### config.mk
export PLATFORM = sky130hd
export DESIGN_NAME = flip_select_controller
export DESIGN_NICKNAME = d
export VERILOG_FILES = /design/src/rtl/flip_select_controller.sv
export SDC_FILE = /design/constraint.sdc
export NUM_CORES = 1
export LEC_CHECK = 0
export CAP_MARGIN = 20
export CORE_MARGIN = 2
export CORE_UTILIZATION = 35
export CTS_CLUSTER_SIZE = 12
export DETAILED_ROUTE_END_ITERATION = 8
export GPL_TIMING_DRIVEN = 1
export PLACE_DENSITY = 0.6
export SKIP_LAST_GASP = 1
export SYNTH_ARGS = -nofsm -noshare
export SYNTH_HDL_FRONTEND = slang
export SYNTH_SLANG_ARGS = --single-unit
### constraint.sdc
create_clock -name clk -period 5.6 [get_ports clk]
set_clock_uncertainty 0.2 [all_clocks]
set_input_delay 1.12 -clock clk [delete_from_list [all_inputs] [get_ports clk]]
set_output_delay 1.12 -clock clk [all_outputs]
set_load 0.005 [all_outputs]
### src/rtl/flip_select_controller.sv
// Sequencer that fetches broken-clause bits per valid literal, writes them into the datapath and returns the selected flip index.
// Optional fetch watchdog with error_o pulse is enabled by defining FSC_TIMEOUT_EN.
module flip_select_controller #(
   parameter int NSAT    = 3,
   parameter int TIMEOUT = 255
) (
   input  logic                     clk,
   input  logic                     reset,
   input  logic                     start_i,
   input  logic [NSAT-1:0]          lit_valid_i,
   output logic                     fetch_req_o,
   output logic [$clog2(NSAT)-1:0]  fetch_idx_o,
   input  logic                     fetch_ack_i,
   output logic [$clog2(NSAT)-1:0]  wren_o,
   output logic [NSAT-1:0]          bv_valid_o,
   input  logic [$clog2(NSAT)-1:0]  sel_i,
   output logic                     busy_o,
   output logic                     done_o,
   output logic [$clog2(NSAT)-1:0]  flip_idx_o
`ifdef FSC_TIMEOUT_EN
   ,
   output logic                     error_o
`endif
);

   localparam int IW = $clog2(NSAT);
   localparam logic [IW-1:0] LAST_IDX = IW'(NSAT - 1);

   typedef enum logic [2:0] {
      S_IDLE   = 3'd0,
      S_FETCH  = 3'd1,
      S_WRITE  = 3'd2,
      S_SELECT = 3'd3,
      S_WAIT   = 3'd4,
      S_DONE   = 3'd5
   } state_t;

   state_t            r_state;
   state_t            w_state_nxt;
   logic [IW-1:0]     r_k;
   logic [IW-1:0]     w_k_nxt;
   logic [IW:0]       w_hit;
   logic              w_accept;
   logic              w_timeout;
   logic [IW-1:0]     w_wren_nxt;
   logic              w_busy_nxt;
   logic [NSAT-1:0]   r_bv_valid;

   // Lowest valid literal at or above lo, returned as {found, index}.
   function automatic logic [IW:0] find_from(input logic [NSAT-1:0] mask, input int lo);
      logic [IW:0] res;
      res = {1'b0, {IW{1'b0}}};
      for (int j = NSAT - 1; j >= 0; j--) begin
         if (j >= lo && mask[j]) begin
            res = {1'b1, IW'(j)};
         end
      end
      return res;
   endfunction

`ifdef FSC_TIMEOUT_EN
   logic [7:0] r_cnt;

   // Watchdog counts FETCH cycles without acknowledge, cleared on every FETCH entry.
   always_ff @(posedge clk or posedge reset) begin
      if (reset) begin
         r_cnt <= 8'd0;
      end else if (w_state_nxt == S_FETCH && r_state != S_FETCH) begin
         r_cnt <= 8'd0;
      end else if (r_state == S_FETCH && !fetch_ack_i) begin
         r_cnt <= r_cnt + 8'd1;
      end else begin
         r_cnt <= r_cnt;
      end
   end
`endif

   // Next-state logic; outputs are derived from the next state so they register in step with it.
   always_comb begin
      w_state_nxt = r_state;
      w_k_nxt     = r_k;
      w_hit       = {1'b0, {IW{1'b0}}};
      w_accept    = 1'b0;
      w_timeout   = 1'b0;
      case (r_state)
         S_IDLE: begin
            if (start_i) begin
               w_accept = 1'b1;
               w_hit    = find_from(lit_valid_i, 0);
               if (w_hit[IW]) begin
                  w_state_nxt = S_FETCH;
                  w_k_nxt     = w_hit[IW-1:0];
               end else begin
                  w_state_nxt = S_SELECT;
               end
            end else begin
               w_state_nxt = S_IDLE;
            end
         end
         S_FETCH: begin
            if (fetch_ack_i) begin
               if (r_k == LAST_IDX) begin
                  w_state_nxt = S_SELECT;
               end else begin
                  w_state_nxt = S_WRITE;
               end
            end else begin
`ifdef FSC_TIMEOUT_EN
               if ((32'(r_cnt) + 32'd1) >= 32'(TIMEOUT)) begin
                  w_timeout   = 1'b1;
                  w_state_nxt = S_IDLE;
               end else begin
                  w_state_nxt = S_FETCH;
               end
`else
               w_state_nxt = S_FETCH;
`endif
            end
         end
         S_WRITE: begin
            w_hit = find_from(r_bv_valid, int'(r_k) + 1);
            if (w_hit[IW]) begin
               w_state_nxt = S_FETCH;
               w_k_nxt     = w_hit[IW-1:0];
            end else begin
               w_state_nxt = S_SELECT;
            end
         end
         S_SELECT: w_state_nxt = S_WAIT;
         S_WAIT:   w_state_nxt = S_DONE;
         S_DONE:   w_state_nxt = S_IDLE;
         default:  w_state_nxt = S_IDLE;
      endcase

      w_wren_nxt = {IW{1'b0}};
      if (w_state_nxt == S_WRITE) begin
         w_wren_nxt = IW'(1) << w_k_nxt;
      end else if (w_state_nxt == S_SELECT) begin
         w_wren_nxt = {IW{1'b1}};
      end else begin
         w_wren_nxt = {IW{1'b0}};
      end
      w_busy_nxt = (w_state_nxt == S_FETCH) || (w_state_nxt == S_WRITE) ||
                   (w_state_nxt == S_SELECT) || (w_state_nxt == S_WAIT);
   end

   // State register and sequence index.
   always_ff @(posedge clk or posedge reset) begin
      if (reset) begin
         r_state <= S_IDLE;
         r_k     <= {IW{1'b0}};
      end else begin
         r_state <= w_state_nxt;
         r_k     <= w_k_nxt;
      end
   end

   // Registered outputs.
   always_ff @(posedge clk or posedge reset) begin
      if (reset) begin
         fetch_req_o <= 1'b0;
         fetch_idx_o <= {IW{1'b0}};
         wren_o      <= {IW{1'b0}};
         r_bv_valid  <= {NSAT{1'b0}};
         busy_o      <= 1'b0;
         done_o      <= 1'b0;
         flip_idx_o  <= {IW{1'b0}};
`ifdef FSC_TIMEOUT_EN
         error_o     <= 1'b0;
`endif
      end else begin
         fetch_req_o <= (w_state_nxt == S_FETCH);
         fetch_idx_o <= w_k_nxt;
         wren_o      <= w_wren_nxt;
         r_bv_valid  <= w_accept ? lit_valid_i : r_bv_valid;
         busy_o      <= w_busy_nxt;
         done_o      <= (w_state_nxt == S_DONE);
         flip_idx_o  <= (r_state == S_WAIT) ? sel_i : flip_idx_o;
`ifdef FSC_TIMEOUT_EN
         error_o     <= w_timeout;
`endif
      end
   end

   assign bv_valid_o = r_bv_valid;

endmodule

==> results.ini, run 1 <==
[power]
power_frac_clock=0.114
power_switching_mw=0.184
powerDensity_nw_per_um2=541
p_seq_frac=0.403
p_comb_frac=0.483
irDropWorstVdd_mv=0.233
total_power_mw=0.513
p_int_mw=0.329
swShare=0.358
leakagePower_nw=0.402

[final_layout]
layout-drive-gt1-share=0.155
antenna_cells=0
syn2layout_area_growth_pct=36.9
layout.nets=94

[clock_network]
clock-sinks=15
clock-root-buffer=clkbuf_4
numCtsBuffers=3
post_cts_buffers=0
cts_resized=0
tritoncts=done
holdBufCountCts=0
worstSkewPairLatency_ps=270
clk_pin_slew_worst_paths_ps=80
clockBufferDepth=2
htree_levels=1

[critical_path]
cpMostUsedCell=a21boi_2
arrival_ps=2800
crit_path_start_kind=input pin
cpMaxStageDelayCell=clkdlybuf4s50_1
critPathMaxStageDelay_ps=520
worstPathCellList=clkdlybuf4s50_1 > nor4b_2 > a221o_2 > a21boi_2 > a21boi_2
path_class=input pin to flop
critPathRequiredTime_ps=5600
cp_max_fo=6
end_kind=flop

[grt]
grt_pass1_wl_um=2250
track_usage=0.122
grt-ovfl-total=0
grt_max_degree=16
grt_pass1_vias=501
antenna_found_initial=0

[drt]
drt-pass1-iter-count=4
wl_per_cell_um=12.2
drc=0
drt_iter0_markers=21
vias_per_cell=4.81
routed_wl_um=1350
ant_nets=0
num_vias=534

[floorplan]
fp.dieH_um=48.5
dieArea_um2=2350
core_area_um2=1920
num_io_pins=21
die_w_um=48.5
placementRows=16
start_util=0.360

[sta]
max_slew_margin=0.602
finalMaxSlewViolations=0
rsz0062_at_grt=no
fin_crit_sh=0.499
report.final.hold_viol_count=0
setup_slack_ps=2800
max_freq_ghz=0.358
tns_ps=0
tightest_slew_ps=595
hold_ws_ps=310
period_needed_ps=2800
setup_viol=0

[placed_design]
io_buffer_count=20
place_congestion=0.801
place_hpwl_um=1030
place_ws_ps=2560

[yosys]
avgSynthCellArea_um2=11.3
synth_fp_nets=70
synth_cell_types=24
netlist_area_um2=692
synth_seq_area_share=0.542
yosys_register_bits=15
synthCells=61
ys_warn_count=0

[flow_run]
cap_violations=0

[outcome]
status=complete, no violations

[hold_path]
worstHoldPathType=flop to flop

-- synthesized netlist by cell type, drive strengths merged --
master / number / area, um2
o21a: 2 / 15.0
a21boi: 4 / 37.5
nor3b: 1 / 7.51
nand2b: 3 / 18.8
inv: 5 / 18.8
mux2: 5 / 56.3
a2111oi: 1 / 8.76
nor3: 2 / 10.0
a221o: 1 / 11.3
o311a: 1 / 10.0
or3b: 1 / 8.76
a21o: 1 / 7.51
o31ai: 1 / 7.51
nor4b: 1 / 15.0
nor2b: 1 / 6.26
dfrtp: 15 / 375
nand2: 2 / 7.51
buf: 1 / 5.00
a21oi: 4 / 23.8
nor2: 5 / 18.8
o21ai: 3 / 15.0
o211ai: 1 / 7.51
-- state kept, by name, indices dropped and copies added (netlist names) --
| name | cells |
|---|---|
| bv_valid_o | 3 |
| busy_o | 1 |
| r_state | 3 |
| done_o | 1 |
| wren_o | 2 |
| fetch_req_o | 1 |
| flip_idx_o | 2 |
| fetch_idx_o | 2 |
-- layout by cell type (no fill, tap or decap), types with 2 or more instances in the layout --
master           instances
nand2_1                  2
mux2_2                   5
clkbuf_4                 3
o21ai_0                  3
nor3_1                   2
a21boi_2                 2
nor2_1                   5
clkdlybuf4s50_1         20
nand2b_1                 3
o21a_1                   2
inv_1                    5
a21boi_0                 2
dfrtp_1                 15
a21oi_1                  3
-- final timing paths --
check,start,end,slack [ps],cells past startpoint
hold / removal,flip_idx_o[1]$_DFFE_PP0N_,flip_idx_o[1]$_DFFE_PP0N_,310,1
hold reg to reg,flip_idx_o[1]$_DFFE_PP0N_,flip_idx_o[1]$_DFFE_PP0N_,310,1
setup reg to reg,r_state[0]$_DFF_PP0_,wren_o[0]$_DFF_PP0_,3630,4
setup / recovery,start_i,wren_o[0]$_DFF_PP0_,2800,5
min in group asynchronous,reset,wren_o[1]$_DFF_PP0_,980,2
max in group asynchronous,reset,busy_o$_DFF_PP0_,3850,2
-- through the flow --
step           instance area (um2)   util  std cells
3_3_place_gp                   921  0.479        107
2_1_floorplan                  692      -         61
5_1_grt                        947  0.493        111
6_report                       947  0.493        111
4_1_cts                        947  0.493        111
3_5_place_dp                   921  0.479        107
-- kinds of logic (layout without fill, tap and decap cells) --
| group | after synthesis | count (layout) | synth area share |
|---|---|---|---|
| AO/OA/AOI/OAI | 19 | 19 | 0.208 |
| AND/OR/NAND/NOR | 16 | 16 | 0.134 |
| flip-flops | 15 | 15 | 0.542 |
| buffers and inverters | 6 | 29 | 0.0344 |
| multiplexers | 5 | 5 | 0.0814 |
-- critical path, delay by kind of cell --
family	cells	cell delay [ps]
simple gates	1	520
buf+inv	1	520
compound gates	3	630
-- final cells by class --
type,count,area [um2]
inverters,5,18.8
multi-input cells,40,293
flip-flops and latches,15,375
clock buffers,4,26.3
repair buffers,20,200
fillers,187,975
well taps,27,33.8
-- power by group through the flow --
| stage | Combinational [mW] | Clock [mW] | Sequential, mW |
|---|---|---|---|
| floorplan | 0.146 | 0 | 0.196 |
| global placement | 0.249 | 0 | 0.209 |
| detailed placement | 0.247 | 0 | 0.208 |
| CTS | 0.251 | 0.0604 | 0.206 |
| global route | 0.270 | 0.0667 | 0.215 |
| finish | 0.248 | 0.0586 | 0.206 |
-- routing by layer --
layer	wire, um	share of wire	global-route usage	up-vias
li1	-	-	-	262
met1	644	0.48	0.170	258
met2	629	0.47	0.185	14
met3	77	0.057	0.0309	0
met4	0	0	0.0429	0
met5	0	0	0	-
Power figures use the tool's default switching activity.
==> run 2: changes to the inputs <==
- PLACE_DENSITY: 0.6 -> 0.62
- clock period: 5.6 -> 2.4 ns (I/O delays scaled with it)
==> run 2 against run 1 <==
Worst hold slack improved by 5.4 ps. First-iteration DRC count fell by 38%. Cell count rose by 0.90%. Critical endpoint unchanged. Total power rose by 140%. Die area did not move. Core utilization rose by 0.46 points. Highest routed layer is now met4. Cell area rose by 0.92%. Worst setup slack got worse by 2400 ps.
==> results.ini, run 2 (synthesis results as in run 1) <==
[sta]
max_freq_ghz=0.508
setup_slack_ps=430  ; was 2800 ps
tightest_slew_ps=552  ; was 595 ps
tns_ps=0  ; unchanged
period_needed_ps=1970
report.final.hold_viol_count=0  ; unchanged
finalMaxSlewViolations=0  ; unchanged
setup_viol=0  ; unchanged
hold_ws_ps=316  ; was 310 ps
fin_crit_sh=0.821
max_slew_margin=0.632  ; was 0.602
rsz0062_at_grt=no  ; unchanged

[final_layout]
layout_common_cells=clkdlybuf4s50_1 (20), dfrtp_1 (15), nor2_1 (5), mux2_2 (5), inv_1 (5)  ; unchanged
fin_area_um2=956  ; was 947 um2
final_core_util=0.497  ; was 0.493
final_cell_count_no_fill=112  ; was 111
layout.nets=95  ; was 94
antenna_cells=0  ; unchanged
fillCellCount=183  ; was 187
layout-drive-gt1-share=0.176  ; was 0.155
syn2layout_area_growth_pct=38.2  ; was 36.9%
seq_area_um2=375  ; unchanged
final_common_cell=clkdlybuf4s50_1  ; unchanged
multi_input_area_um2=293  ; unchanged

[critical_path]
r2r_cells=5  ; was 4
end_kind=flop  ; unchanged
critPathRequiredTime_ps=2410  ; was 5600 ps
cp_max_fo=4  ; was 6
timing.rr.end=wren_o[0]$_DFF_PP0_  ; unchanged
crit_path_start_kind=input pin  ; unchanged
arrival_ps=1980  ; was 2800 ps
path_class=input pin to flop  ; unchanged
reg2reg_slack_ps=530  ; was 3630 ps
timing.rr.start=r_state[2]$_DFF_PP0_  ; was r_state[0]$_DFF_PP0_

[power]
leakagePower_nw=0.410  ; was 0.402 nW
irDropWorstVdd_mv=0.564  ; was 0.233 mV
power_switching_mw=0.433  ; was 0.184 mW
p_seq_frac=0.401  ; was 0.403
total_power_mw=1.21  ; was 0.513 mW
powerDensity_nw_per_um2=1260  ; was 541 nW/um2
p_int_mw=0.773  ; was 0.329 mW
p_comb_frac=0.487  ; was 0.483
swShare=0.359  ; was 0.358
power_frac_clock=0.112  ; was 0.114

[outcome]
status=complete, no violations  ; unchanged

[drt]
drt_iter0_markers=13  ; was 21
routed_wl_um=1420  ; was 1350 um
drt-pass1-iter-count=4  ; unchanged
drc=0  ; unchanged
num_vias=540  ; was 534
ant_nets=0  ; unchanged
vias_per_cell=4.82  ; was 4.81
wl_per_cell_um=12.7  ; was 12.2 um

[placed_design]
place_congestion=0.785  ; was 0.801
place_hpwl_um=1140  ; was 1030 um
place_area_um2=928  ; was 921 um2
place_ws_ps=151  ; was 2560 ps
dp.cells=108  ; was 107
io_buffer_count=20  ; unchanged

[hold_path]
worstHoldEndpoint=flip_idx_o[1]$_DFFE_PP0N_  ; unchanged
worstHoldPathType=flop to flop  ; unchanged
hp-start=flip_idx_o[1]$_DFFE_PP0N_  ; unchanged
hold_path_depth=1  ; unchanged

[grt]
grt_pass1_wl_um=2450  ; was 2250 um
grt_max_degree=16  ; unchanged
antenna_found_initial=0  ; unchanged
grt-ovfl-total=0  ; unchanged
track_usage=0.140  ; was 0.122
grt_pass1_vias=545  ; was 501

[floorplan]
fp.dieH_um=48.5  ; unchanged
start_util=0.360  ; unchanged
dieArea_um2=2350  ; unchanged
core_area_um2=1920  ; unchanged
die_w_um=48.5  ; unchanged
num_io_pins=21  ; unchanged
placementRows=16  ; unchanged

[clock_network]
holdBufCountCts=0  ; unchanged
clock-root-buffer=clkbuf_4  ; unchanged
worstSkewPairLatency_ps=270  ; about the same
cts_resized=0  ; unchanged
tritoncts=done  ; unchanged
clockBufferDepth=2  ; unchanged
post_cts_buffers=0  ; unchanged
clock-sinks=15  ; unchanged
numCtsBuffers=3  ; unchanged
clk_pin_slew_worst_paths_ps=90  ; was 80 ps
htree_levels=1  ; unchanged

[flow_run]
cap_violations=0  ; unchanged

run 2: changes by cell type in the layout (fill, tap and decap cells not counted), sizes merged:
cell    change
clkbuf      -1
buf         +1
clkinv      +1
run 2: worst max-delay path: stages:
cell and delay [ps]:
clkdlybuf4s50_1 530, nor4b_2 320, buf_4 200, o21a_1 110
nor2_1 60, a21boi_2 130, a21boi_2 160
run 2: worst max-delay path by stage:
stage / end / slack (ps) / cells after the start / from
floorplan: wren_o[0]$_DFF_PP0_ / 650 / 4 / r_state[0]$_DFF_PP0_
global placement: wren_o[0]$_DFF_PP0_ / 200 / 7 / start_i
detailed placement: wren_o[0]$_DFF_PP0_ / 150 / 7 / start_i
CTS: wren_o[0]$_DFF_PP0_ / 460 / 7 / start_i
global route: wren_o[0]$_DFF_PP0_ / 370 / 7 / start_i
finish: wren_o[0]$_DFF_PP0_ / 430 / 7 / start_i
run 2: routing by layer:
layer | vias to the layer above | track usage | wire length (um)
met4 | 0 | 0.0714 | 19
li1 | 268 | - | -
met5 | - | 0 | 0
met2 | 6 | 0.215 | 667
met3 | 2 | 0.0370 | 22
met1 | 264 | 0.181 | 712
run 2: area by class of cell:
type | count | area share
multi-input cells | 40 | 0.306
clock buffers | 3 | 0.0236
inverters | 5 | 0.0196
flip-flops and latches | 15 | 0.393
clock inverters | 1 | 0.00524
well taps | 27 | 0.0353
repair buffers | 21 | 0.217
run 2: power groups by stage:
stage	logic, mW	registers [mW]	clock network [mW]
floorplan	0.341	0.458	0
global placement	0.589	0.488	0
detailed placement	0.592	0.491	0
CTS	0.595	0.484	0.144
global route	0.647	0.503	0.157
finish	0.587	0.484	0.136
